### config.mk
export PLATFORM = sky130hd
export DESIGN_NAME = pc_ctrl_nwide
export DESIGN_NICKNAME = d
export VERILOG_FILES = /design/src/rtl/pc_ctrl_nwide.sv
export SDC_FILE = /design/constraint.sdc
export NUM_CORES = 1
export LEC_CHECK = 0
export ABC_AREA = 1
export BUFFER_PORTS_ARGS = -buffer_cell sky130_fd_sc_hd__buf_2
export CAP_MARGIN = 20
export CORE_AREA = 4 4 270 272
export CTS_CLUSTER_SIZE = 24
export DETAILED_ROUTE_END_ITERATION = 8
export DIE_AREA = 0 0 274 276
export PLACE_DENSITY = 0.67
export SLEW_MARGIN = 20
export SYNTH_ARGS = -nofsm -noshare
export SYNTH_HDL_FRONTEND = slang
export SYNTH_SLANG_ARGS = --single-unit
### constraint.sdc
create_clock -name clk -period 14.15 [get_ports clk]
set_input_delay 2.1225 -clock clk [delete_from_list [all_inputs] [get_ports clk]]
set_output_delay 2.1225 -clock clk [all_outputs]
set_load 0.01 [all_outputs]
### src/rtl/pc_ctrl_nwide.sv
// pc_ctrl_nwide: N-wide fetch PC controller with taken-slot masking and a circular return-address stack
module pc_ctrl_nwide #(
  parameter int XLEN = 32,
  parameter int FETCH_WIDTH = 5,
  parameter int RAS_DEPTH = 8,
  parameter logic [XLEN-1:0] RESET_PC = 32'h0000_0000
) (
  input  logic                        clk,
  input  logic                        reset,
  input  logic                        parallel_mode,
  input  logic                        fetch_ready,
  input  logic [FETCH_WIDTH-1:0]      jump_i,
  input  logic [FETCH_WIDTH-1:0]      jalr_i,
  input  logic [FETCH_WIDTH-1:0]      call_i,
  input  logic [FETCH_WIDTH-1:0]      ret_i,
  input  logic [FETCH_WIDTH*XLEN-1:0] imm_i,
  input  logic                        redirect_valid,
  input  logic [XLEN-1:0]             redirect_pc,
  output logic [FETCH_WIDTH*XLEN-1:0] inst_addr,
  output logic [FETCH_WIDTH*XLEN-1:0] current_pc,
  output logic [FETCH_WIDTH*XLEN-1:0] pc_save,
  output logic [FETCH_WIDTH-1:0]      slot_valid,
  output logic [$clog2(RAS_DEPTH):0]  ras_count,
  output logic                        ras_overflow
);
  localparam int PW = $clog2(RAS_DEPTH);
  localparam int CW = PW + 1;
  localparam int TW = FETCH_WIDTH > 1 ? $clog2(FETCH_WIDTH) : 1;
  localparam logic [PW-1:0] P1 = 1;
  localparam logic [CW-1:0] C1 = 1;
  localparam logic [CW-1:0] FULL = CW'(RAS_DEPTH);

  logic [XLEN-1:0] pc_q, pc_d, nxt, cur_t, imm_t, tgt, top, ia0, step;
  logic [PW-1:0] ptr_q, ptr_d, wr_idx;
  logic [CW-1:0] cnt_q, cnt_d;
  logic ovf_q, ovf_d;
  logic [FETCH_WIDTH-1:0] act, jmp, jr, tk;
  logic [TW-1:0] t;
  logic has_t, call_t, ret_t, upd, push, pop, rep, empty, full, wr_en;
  logic [XLEN-1:0] cur [FETCH_WIDTH];
  logic [XLEN-1:0] imma [FETCH_WIDTH];
  logic [XLEN-1:0] ras_q [RAS_DEPTH];

  assign jmp = jump_i & act;
  assign jr = jalr_i & act;
  assign tk = jmp | jr;
  assign has_t = |tk;

  genvar k;
  for (k = 0; k < FETCH_WIDTH; k++) begin : g_slot
    assign act[k] = parallel_mode | (k == 0);
    assign imma[k] = imm_i[k*XLEN +: XLEN] & ~XLEN'(3);
    assign cur[k] = act[k] ? pc_q + XLEN'(4*k) : pc_q;
    assign current_pc[k*XLEN +: XLEN] = cur[k];
    assign pc_save[k*XLEN +: XLEN] = tk[k] ? cur[k] + XLEN'(4) : cur[k] + imma[k];
    assign slot_valid[k] = reset & act[k] & (~has_t | (TW'(k) <= t));
    assign inst_addr[k*XLEN +: XLEN] = !reset ? RESET_PC : parallel_mode ? ia0 + XLEN'(4*k) : ia0;
  end

  // Select the lowest taken slot; scanning downward lets the lowest index win
  always_comb begin
    t = '0;
    imm_t = '0;
    call_t = 1'b0;
    ret_t = 1'b0;
    for (int i = FETCH_WIDTH - 1; i >= 0; i--)
      if (tk[i]) begin
        t = TW'(i);
        imm_t = imma[i];
        call_t = call_i[i];
        ret_t = ret_i[i] & jr[i] & ~jmp[i];
      end
  end

  assign cur_t = pc_q + XLEN'({t, 2'b00});
  assign tgt = cur_t + imm_t;
  assign top = ras_q[ptr_q - P1];
  assign empty = cnt_q == '0;
  assign full = cnt_q == FULL;
  assign step = parallel_mode ? XLEN'(4*FETCH_WIDTH) : XLEN'(4);
  assign nxt = !has_t ? pc_q + step : (ret_t & ~empty) ? top : tgt;
  assign ia0 = redirect_valid ? redirect_pc : fetch_ready ? nxt : pc_q;
  assign pc_d = ia0;

  // RAS bookkeeping: a call/ret pair rewrites the top instead of popping then pushing
  assign upd = fetch_ready & ~redirect_valid & has_t;
  assign push = upd & call_t & ~ret_t;
  assign pop = upd & ret_t & ~call_t & ~empty;
  assign rep = upd & call_t & ret_t;
  assign wr_en = reset & (push | rep);
  assign wr_idx = (rep & ~empty) ? ptr_q - P1 : ptr_q;
  assign ptr_d = redirect_valid ? '0 : (push | (rep & empty)) ? ptr_q + P1 : pop ? ptr_q - P1 : ptr_q;
  assign cnt_d = redirect_valid ? '0 : ((push & ~full) | (rep & empty)) ? cnt_q + C1 : pop ? cnt_q - C1 : cnt_q;
  assign ovf_d = ~redirect_valid & (ovf_q | (push & full));

  // Control state: held on stall, flushed by reset
  always_ff @(posedge clk or negedge reset)
    if (!reset) begin
      pc_q <= RESET_PC;
      ptr_q <= '0;
      cnt_q <= '0;
      ovf_q <= 1'b0;
    end else begin
      pc_q <= pc_d;
      ptr_q <= ptr_d;
      cnt_q <= cnt_d;
      ovf_q <= ovf_d;
    end

  // Stack storage needs no reset; validity is tracked by the count
  always_ff @(posedge clk)
    if (wr_en) ras_q[wr_idx] <= cur_t + XLEN'(4);

  assign ras_count = cnt_q;
  assign ras_overflow = ovf_q;
endmodule

==> reports/results.tsv <==
metric	value	unit
status	complete, no violations	
power_frac_comb	0.639	
cts_made_buffers	31	
yosysUniqueCellTypes	62	
final_nets	5484	
rows	98	
vias_per_cell	5.91	
min_period	11.84	ns
ctsResizeCount	0	
period_share	0.836	
worst_slack	2.31	ns
p_leak	0.0173	uW
clock.fmax	0.0845	GHz
finalSetupViolCount	0	
rsz0062_at_grt	false	
worstPathRequired	12.03	ns
synth_top_area_cell	edfxtp_1	
wirelength	169	mm
grtUsageTotal	0.426	
area_growth	16.3	%
fin_skew	0.0311	ns
start_util	0.441	
postSynthAreaPerCell	6.95	um2
drive_gt1_frac	0.207	
synth-edff-count	256	
post_dp_cell_area	35200	um2
crit_type	primary input to primary output	
port-buffer-count	696	
switching_share	0.534	
grt_antenna_before_repair	35	
clkTransAtPathRegs	0.07	ns
drt_iter0_markers	4780	
p_sw	2790	uW
seq_area_frac_synth	0.279	
internal_power	2440	uW
path_common_cell	nand2_1	
p_per_area	144	nW/um2
grt-ovfl-total	0	
critPathSlowestCell	xor2_1	
yosys-top-cells-count	842 x nand2_1, 598 x nor2_1, 494 x inv_1, 409 x a21oi_1, 355 x o21ai_0	
die_x	274	um
die_h	276	um
postCtsSetupBuffers	0	
synth.most_common_cell	nand2_1	
ys_ff_latch	296	
ys_warn_count	0	
ioPinCount	707	
dp_cells	5987	
grt_pass1_vias	32300	
place_ws	2.67	ns
power_frac_seq	0.211	
drtPass1Iterations	7	
n_fill_cell	7385	
critPathCaptureType	primary output	
stdcell_count	6062	
ant_nets	0	
async_reset_ff_frac	0.135	
clockBufferDepth	3	
num_vias	35800	
cts_root_buf	clkbuf_16	
coreArea	70800	um2
synth_area	31200	um2
synth_top_area_frac	0.247	
cts_tree	built	
total_power	5220	uW
min_path_type	flop to flop	
vdd_drop_max	0.0935	mV
hpwl	137	mm
clockPowerShare	0.150	
synthCells	4489	
max_stage_delay	0.58	ns
start_kind	primary input	
worstPathArrival	9.71	ns
path_max_fanout	35	
gp_congestion	1.12	
tns	0	ns
drc	0	
synth_nets	4903	
synth_area_leaders	edfxtp_1 25%, nand2_1 10%, ha_1 7.6%	
cts_sinks	296	
hold_violations	0	
hold_buffers	0	
maxSlewHeadroom	0.0733	
wl_per_cell	27.9	um
clock_latency	0.59	ns
cts-htree-levels	1	
slew_violations	0	
ys.flop_type	edfxtp_1	
postLayoutCellArea	36300	um2
grt_max_degree	75	
grt_pass1_wl	235	mm
fp.dieArea	75600	um2
worst-slew-pin-transition	1.38	ns
cap_violations	0	
==> cells in the final DEF, fill, tap and decap left out, drive strengths merged, types with 5 or more instances in the layout <==
master	netlist	final
or2	39	39
inv	537	539
diode	0	19
ha	189	189
o21ai	378	378
o221ai	71	71
nor4	7	7
nand3	235	235
fa	8	8
o22ai	5	5
clkinv	7	19
o211ai	24	24
nor2	664	664
a21oi	413	413
o31ai	8	8
a211oi	9	9
a221oi	8	8
xnor2	47	47
dfrtp	40	40
edfxtp	256	256
buf	100	757
o21bai	12	12
a31oi	19	19
xor2	240	240
o21a	15	15
nand4	46	46
nand3b	7	7
nand2	909	909
a21boi	8	8
a21o	5	5
nor3	61	61
clkbuf	109	39
==> final timing paths <==
check	from	end	slack, ns	cells past startpoint
min reg2reg	ras_overflow	ras_overflow	0.51	2
max in group asynchronous	reset	pc_q[9]	11.18	3
min in group asynchronous	reset	pc_q[1]	1.43	1
max	parallel_mode	inst_addr[146]	2.31	34
min	ras_overflow	ras_overflow	0.51	2
max reg2reg	pc_q[14]	pc_q[26]	8.65	24
==> state kept, by name, indices dropped and copies added, names as in the netlist <==
signal and cells:
ras_q 256, ras_overflow 1, ras_count 4, ptr_q 3
pc_q 32
==> worst max-delay path, delay by kind of cell <==
family,cells,cell delay (ns)
XOR/XNOR,2,0.73
adder cells (fa/ha/maj),2,0.74
AO/OA/AOI/OAI,4,1.46
buffers and inverters,8,1.84
AND/OR/NAND/NOR,18,2.80
==> cell type report <==
class / instances / area (um2) / share of cell area
multi-input cells: 3440 / 19400 / 0.534
flip-flops and latches: 296 / 8690 / 0.240
repair buffers: 757 / 3940 / 0.109
inverters: 544 / 2040 / 0.0564
well taps: 950 / 1190 / 0.0328
clock buffers: 39 / 806 / 0.0222
clock inverters: 17 / 163 / 0.00449
diodes: 19 / 47.5 / 0.00131
==> metrics by stage <==
stage | utilization | hold WS (ns)
after global routing | 0.512 | 0.539
after CTS | 0.512 | 0.504
final | 0.512 | 0.505
after floorplan | - | 0.528
after global placement | 0.498 | 0.478
after detailed placement | 0.498 | 0.487
==> layer usage <==
| metal | track usage | routed length (um) | vias to the layer above |
|---|---|---|---|
| met5 | 0.0116 | 311 | - |
| met4 | 0.184 | 8900 | 32 |
| met3 | 0.134 | 22200 | 411 |
| met2 | 0.611 | 69700 | 2296 |
| met1 | 0.589 | 68200 | 16900 |
| li1 | - | - | 16100 |
==> cell families after synthesis <==
kind of cell	synth area share
XOR/XNOR	0.0808
AND/OR/NAND/NOR	0.280
AO/OA/AOI/OAI	0.177
multiplexers	0.00128
flip-flops	0.279
buffers and inverters	0.101
adder cells (fa/ha/maj)	0.0810
==> power groups by stage <==
stage,Combinational [uW],Sequential [uW],Clock (uW)
detailed placement,3210,1110,0
floorplan,1870,1080,0
finish,3340,1100,783
global placement,3210,1110,0
CTS,3230,1090,792
global route,3510,1100,830
Power figures use the tool's default switching activity.
